===== config.mk =====
export PLATFORM = sky130hd
export DESIGN_NAME = field_pack_ctrl_flat
export DESIGN_NICKNAME = d
export VERILOG_FILES = /design/src/rtl/field_pack_ctrl_pkg.sv /design/src/rtl/field_pack_ctrl_if.sv /design/src/rtl/field_pack_ctrl_concat32.sv /design/src/rtl/field_pack_ctrl.sv /design/src/flat_wrapper.sv
export SDC_FILE = /design/constraint.sdc
export NUM_CORES = 1
export LEC_CHECK = 0
export BUFFER_PORTS_ARGS = -buffer_cell sky130_fd_sc_hd__buf_2
export CORE_MARGIN = 8
export CORE_UTILIZATION = 35
export CTS_BUF_LIST = sky130_fd_sc_hd__clkbuf_4 sky130_fd_sc_hd__clkbuf_8
export CTS_CLUSTER_SIZE = 30
export DETAILED_ROUTE_END_ITERATION = 12
export GPL_ROUTABILITY_DRIVEN = 0
export SLEW_MARGIN = 20
export SYNTH_ARGS = -nofsm -noshare
export SYNTH_HDL_FRONTEND = slang
export SYNTH_SLANG_ARGS = --single-unit

===== constraint.sdc =====
create_clock -name clk -period 1.8 [get_ports clk]
set_input_delay 0.18 -clock clk [delete_from_list [all_inputs] [get_ports clk]]
set_output_delay 0.18 -clock clk [all_outputs]
set_load 0.05 [all_outputs]

===== src/rtl/field_pack_ctrl_pkg.sv =====
// Shared types and sizing for the field packer: state encoding, field/byte
// counts and the default tail bits appended below field f.
package field_pack_ctrl_pkg;

    typedef enum logic {
        COLLECT = 1'b0,
        EMIT    = 1'b1
    } state_e;

    localparam int          FIELD_W      = 5;
    localparam int          NFIELDS      = 6;
    localparam int          NBYTES       = 4;
    localparam logic [1:0]  TAIL_DEFAULT = 2'b11;

endpackage


===== src/rtl/field_pack_ctrl_if.sv =====
// Field input stream and byte output stream of the packer.
// Handshake: a beat moves on a rising clk edge where valid && ready; a raised
// valid holds, with its data stable, until that beat moves; valid never
// depends combinationally on the matching ready.
interface field_pack_ctrl_if;
    logic       in_valid;
    logic       in_ready;
    logic [4:0] in_data;
    logic       in_first;
    logic       out_valid;
    logic       out_ready;
    logic [7:0] out_data;

    modport master (
        output in_valid, in_data, in_first, out_ready,
        input  in_ready, out_valid, out_data
    );

    modport slave (
        input  in_valid, in_data, in_first, out_ready,
        output in_ready, out_valid, out_data
    );
endinterface


===== src/rtl/field_pack_ctrl_concat32.sv =====
// Combinational concatenation of six 5-bit fields plus tail bits into a
// 32-bit word, split into bytes w (MSB) through z (LSB).
module field_concat32
    import field_pack_ctrl_pkg::*;
#(
    parameter logic [1:0] TAIL = TAIL_DEFAULT
) (
    input  logic [FIELD_W-1:0] a_i,
    input  logic [FIELD_W-1:0] b_i,
    input  logic [FIELD_W-1:0] c_i,
    input  logic [FIELD_W-1:0] d_i,
    input  logic [FIELD_W-1:0] e_i,
    input  logic [FIELD_W-1:0] f_i,
    output logic [7:0]         w_o,
    output logic [7:0]         x_o,
    output logic [7:0]         y_o,
    output logic [7:0]         z_o
);
    logic [31:0] word;

    assign word = {a_i, b_i, c_i, d_i, e_i, f_i, TAIL};
    assign {w_o, x_o, y_o, z_o} = word;
endmodule


===== src/rtl/field_pack_ctrl.sv =====
// Sequencer: gathers six fields from the input stream, then emits the packed
// 32-bit word as four bytes; the two phases never overlap.
module field_pack_ctrl
    import field_pack_ctrl_pkg::*;
#(
    parameter logic [1:0] TAIL  = TAIL_DEFAULT,
    parameter int         CNT_W = 8
) (
    input  logic             clk,
    input  logic             rst,
    field_pack_ctrl_if.slave bus,
    output logic [CNT_W-1:0] frame_cnt,
    output logic             err,
    output logic             busy,
    output state_e           state_dbg_o
);
    state_e             state_q, state_d;
    logic [2:0]         fidx_q, fidx_d;
    logic [1:0]         bidx_q, bidx_d;
    logic [FIELD_W-1:0] field_q [NFIELDS];
    logic [FIELD_W-1:0] field_d [NFIELDS];
    logic [7:0]         byte_q  [NBYTES];
    logic [7:0]         byte_d  [NBYTES];
    logic [CNT_W-1:0]   cnt_q, cnt_d;
    logic               err_q, err_d;
    logic [7:0]         w, x, y, z;

    // Field f feeds the concatenation straight from the bus so the word is
    // ready to latch on the same edge that accepts f.
    field_concat32 #(.TAIL(TAIL)) u_concat (
        .a_i(field_q[0]), .b_i(field_q[1]), .c_i(field_q[2]),
        .d_i(field_q[3]), .e_i(field_q[4]), .f_i(bus.in_data),
        .w_o(w), .x_o(x), .y_o(y), .z_o(z)
    );

    always_comb begin
        state_d = state_q;
        fidx_d  = fidx_q;
        bidx_d  = bidx_q;
        field_d = field_q;
        byte_d  = byte_q;
        cnt_d   = cnt_q;
        err_d   = 1'b0;
        case (state_q)
            COLLECT: begin
                if (bus.in_valid) begin
                    if (bus.in_first && fidx_q != 3'd0) begin
                        field_d[0] = bus.in_data;
                        fidx_d     = 3'd1;
                        err_d      = 1'b1;
                    end else begin
                        field_d[fidx_q] = bus.in_data;
                        fidx_d          = fidx_q + 3'd1;
                        if (fidx_q == 3'(NFIELDS - 1)) begin
                            state_d   = EMIT;
                            bidx_d    = 2'd0;
                            byte_d[0] = w;
                            byte_d[1] = x;
                            byte_d[2] = y;
                            byte_d[3] = z;
                        end
                    end
                end
            end
            EMIT: begin
                if (bus.out_ready) begin
                    bidx_d = bidx_q + 2'd1;
                    if (bidx_q == 2'(NBYTES - 1)) begin
                        state_d = COLLECT;
                        fidx_d  = 3'd0;
                        bidx_d  = 2'd0;
                        cnt_d   = cnt_q + 1'b1;
                    end
                end
            end
            default: state_d = COLLECT;
        endcase
    end

    always_ff @(posedge clk or posedge rst) begin
        if (rst) begin
            state_q <= COLLECT;
            fidx_q  <= 3'd0;
            bidx_q  <= 2'd0;
            field_q <= '{default: '0};
            byte_q  <= '{default: '0};
            cnt_q   <= '0;
            err_q   <= 1'b0;
        end else begin
            state_q <= state_d;
            fidx_q  <= fidx_d;
            bidx_q  <= bidx_d;
            field_q <= field_d;
            byte_q  <= byte_d;
            cnt_q   <= cnt_d;
            err_q   <= err_d;
        end
    end

    assign bus.in_ready  = (state_q == COLLECT);
    assign bus.out_valid = (state_q == EMIT);
    assign bus.out_data  = (state_q == EMIT) ? byte_q[bidx_q] : 8'h00;
    assign busy          = (state_q == EMIT);
    assign frame_cnt     = cnt_q;
    assign err           = err_q;
    assign state_dbg_o   = state_q;
endmodule


===== src/flat_wrapper.sv =====
// flat-port wrapper written by rule: the top's interface ports become plain ports
module field_pack_ctrl_flat import field_pack_ctrl_pkg::*;
#(
    parameter logic [1:0] TAIL  = TAIL_DEFAULT,
    parameter int         CNT_W = 8
)
  (clk, rst, frame_cnt, err, busy, state_dbg_o, bus_in_valid, bus_in_data, bus_in_first, bus_out_ready, bus_in_ready, bus_out_valid, bus_out_data);
  field_pack_ctrl_if bus_i ();
  input  logic clk;
  input  logic rst;
  output logic [CNT_W-1:0] frame_cnt;
  output logic err;
  output logic busy;
  output state_e state_dbg_o;
  input wire logic [$bits(bus_i.in_valid)-1:0] bus_in_valid;
  input wire logic [$bits(bus_i.in_data)-1:0] bus_in_data;
  input wire logic [$bits(bus_i.in_first)-1:0] bus_in_first;
  input wire logic [$bits(bus_i.out_ready)-1:0] bus_out_ready;
  output wire logic [$bits(bus_i.in_ready)-1:0] bus_in_ready;
  output wire logic [$bits(bus_i.out_valid)-1:0] bus_out_valid;
  output wire logic [$bits(bus_i.out_data)-1:0] bus_out_data;
  assign bus_i.in_valid = bus_in_valid;
  assign bus_i.in_data = bus_in_data;
  assign bus_i.in_first = bus_in_first;
  assign bus_i.out_ready = bus_out_ready;
  assign bus_in_ready = bus_i.in_ready;
  assign bus_out_valid = bus_i.out_valid;
  assign bus_out_data = bus_i.out_data;
  field_pack_ctrl #(.TAIL(TAIL), .CNT_W(CNT_W)) u_core (.clk(clk), .rst(rst), .bus(bus_i), .frame_cnt(frame_cnt), .err(err), .busy(busy), .state_dbg_o(state_dbg_o));
endmodule

==> summary.txt <==
Mean Syn Cell Area: 14.88 um2
Post-Syn Nets: 226
Hold Startpoint: bus_out_ready
Max VDD drop: 0.0006888 V
Worst EP required: 1.62 ns
Synth top area share: 0.5657
GRT Resource Usage Total: 0.1146
P_leak: 0.001839 uW
Power Dens Cells: 1733 mW/mm2
CP arrival: 1.74 ns
Worst Setup End Kind: output pin
# diodes: 0
Design Area, Final: 0.003915 mm2
Distinct cells, synth: 33
startpoint types: flop
outcome: finished, violations left
synthesized flop and latch total: 71
H-tree levels: 3
initial core utilization: 0.3601
register area share after synthesis: 0.5657
Overflow after GRT: 0
number of synthesized flops with an enable pin: 0
CTS tree: built
vias post-DR: 1849
Hold Path Class: input pin to flop
# DRC: 0
CTS Root Cell: clkbuf_8
Final Hold Viols: 0
fmax: 520.4 MHz
crit path launch: u_core.bidx_q[0]
fin worst setup slack: -0.1215 ns
Crit Path Category: flop to output pin
setup violators final: 9
initial DRC count: 60
Synth warnings: 0
Hold WS: 0.1377 ns
failing checks: setup timing
Max Cap Viol: 0
Post-Syn Instances: 211
final net count: 278
Pre-antenna DRT Iters: 4
CTS max path bufs: 2
Rel. slew slack: 0.7073
Final Routed Wirelength: 6.515 mm
initial antenna violation count: 0
most common cell in the netlist: dfrtp_1
Layout area overhead: 24.66%
Slew Limit Fails: 0
post-DP HPWL: 4.290 mm
FF+latch area: 0.001779 mm2
Async S/R FF share, synth: 1.000
placed inst area: 0.003548 mm2
mapped cell area: 0.003141 mm2
insertion delay to the later sink of the worst-skew pair: 0.34 ns
synth cell count leaders: dfrtp_1 (71), mux2_2 (56), nand2_1 (10), and2_1 (9), mux4_2 (8)
min Tclk post-route: 1.922 ns
input/output buffers: 30
Synth area leaders: dfrtp_1 (57%), mux2_2 (20%), mux4_2 (5.7%)
RSZ-0062 raised after global routing: true
Tcrit/Tclk final: 1.068
FILL cells: 790
post-route ant nets: 0
Clock Sink Count: 71
multi-input combinational cell area: 0.001359 mm2
die area: 0.01226 mm2
ys flop type: dfrtp_1
critical-path maximum fanout: 6
routed len/inst: 17.37 um
die height: 110.7 um
cell taking the most area after synthesis: dfrtp_1
via count of the first global-routing pass: 2081
clock slew at reported path FFs: 0.07 ns
vias per cell: 4.931
measured slew at the worst slew-check pin: 0.4378 ns
first-pass GRT wire length: 11.10 mm
worst clock skew: 0.007186 ns
r2r startpoint: u_core.fidx_q[1]
CTS Buf Count: 9
core area: 0.008721 mm2
Die W: 110.7 um
Site Rows: 34
# IOs: 31
largest net degree at the start of global routing: 72
share of cells above drive strength 1: 0.5693
registers in the layout, summed over array words and instances, names as in the netlist:
signal / flops
u_core.err: 1
u_core.frame_cnt: 8
u_core.field_q: 25
u_core.bus.out_valid: 1
u_core.byte_q: 31
u_core.fidx_q: 3
u_core.bidx_q: 2
power by group:
part / total, uW / leakage (uW) / internal [uW] / switching [uW]
Combinational: 2740 / 0.000833 / 1430 / 1320
Sequential: 2630 / 0.000897 / 2260 / 370
Clock: 1410 / 0.000110 / 843 / 572
kinds of logic (layout without fill, tap and decap cells):
logic type      count (synthesis)  count (layout)  synth area share
xor+xnor                        7               7           0.01952
flops                          71              71            0.5657
mux                            64              64            0.2582
simple gates                   43              43           0.09124
fa+ha+maj                       5               5           0.01992
compound gates                  8               8           0.02032
buf+inv                        13              69           0.02509
worst max-delay path, stage by stage, from the launching register on:
cell and delay, ns:
dfrtp_1 0.40, buf_8 0.17, mux4_2 0.51, and2_4 0.17
buf_6 0.14
layout by cell type, fill, tap and decap left out, types with 3 or more instances in the layout:
master,netlist,final
buf_6,1,8
mux4_2,8,8
mux2_2,56,47
buf_8,0,3
nand4_1,3,3
buf_4,3,14
and3_1,3,3
ha_1,5,4
dfrtp_1,71,69
and2_4,0,8
nand2_1,10,10
xnor2_1,5,5
clkbuf_8,1,10
buf_2,1,22
nand3_1,5,5
mux2_4,0,9
what timing repair did:
item	CTS	global route
hold buffers	1	0
pin swaps	3	2
endpoints found under the hold margin	71	0
cloned	1	0
gates resized for setup	27	13
setup endpoints to repair	15	18
setup buffers	3	1
final timing paths:
kind	endpoint	slack [ns]	cells past startpoint
setup / recovery	bus_out_data[4]	-0.12	4
hold / removal	u_core.bidx_q[1]	0.14	3
setup reg to reg	u_core.field_q[11]	-0.03	6
hold reg to reg	u_core.frame_cnt[7]	0.47	1
max in group asynchronous	u_core.field_q[11]	0.99	4
min in group asynchronous	u_core.byte_q[9]	0.46	4
metal layers:
layer | global-route usage | vias up | share of wire
li1 | - | 852 | -
met1 | 0.1439 | 952 | 0.46
met2 | 0.1761 | 37 | 0.48
met3 | 0.04600 | 8 | 0.050
met4 | 0.03514 | 0 | 0.011
met5 | 0 | - | 0
cell type report:
cell class                 instances  share of cell area
sequential                        71              0.4545
tap                              108             0.03452
clock inverter                     3             0.01726
multi-input combinational        127              0.3471
inverter                           4            0.005433
timing repair buffer              50              0.1023
clock buffer                      12             0.03899
per-stage QoR:
stage	util	std cells	setup TNS [ns]	power, uW	worst slack [ns]
2_1_floorplan	-	211	-0.1487	4414	-0.02975
3_3_place_gp	0.4069	356	0	5070	0.01662
3_5_place_dp	0.4069	356	-0.02900	5131	-0.01117
4_1_cts	0.4481	376	-1.274	6875	-0.1645
5_1_grt	0.4489	375	-1.703	7191	-0.2030
6_report	0.4489	375	-0.9093	6784	-0.1215
No activity file was read; power rests on OpenSTA's default activity.
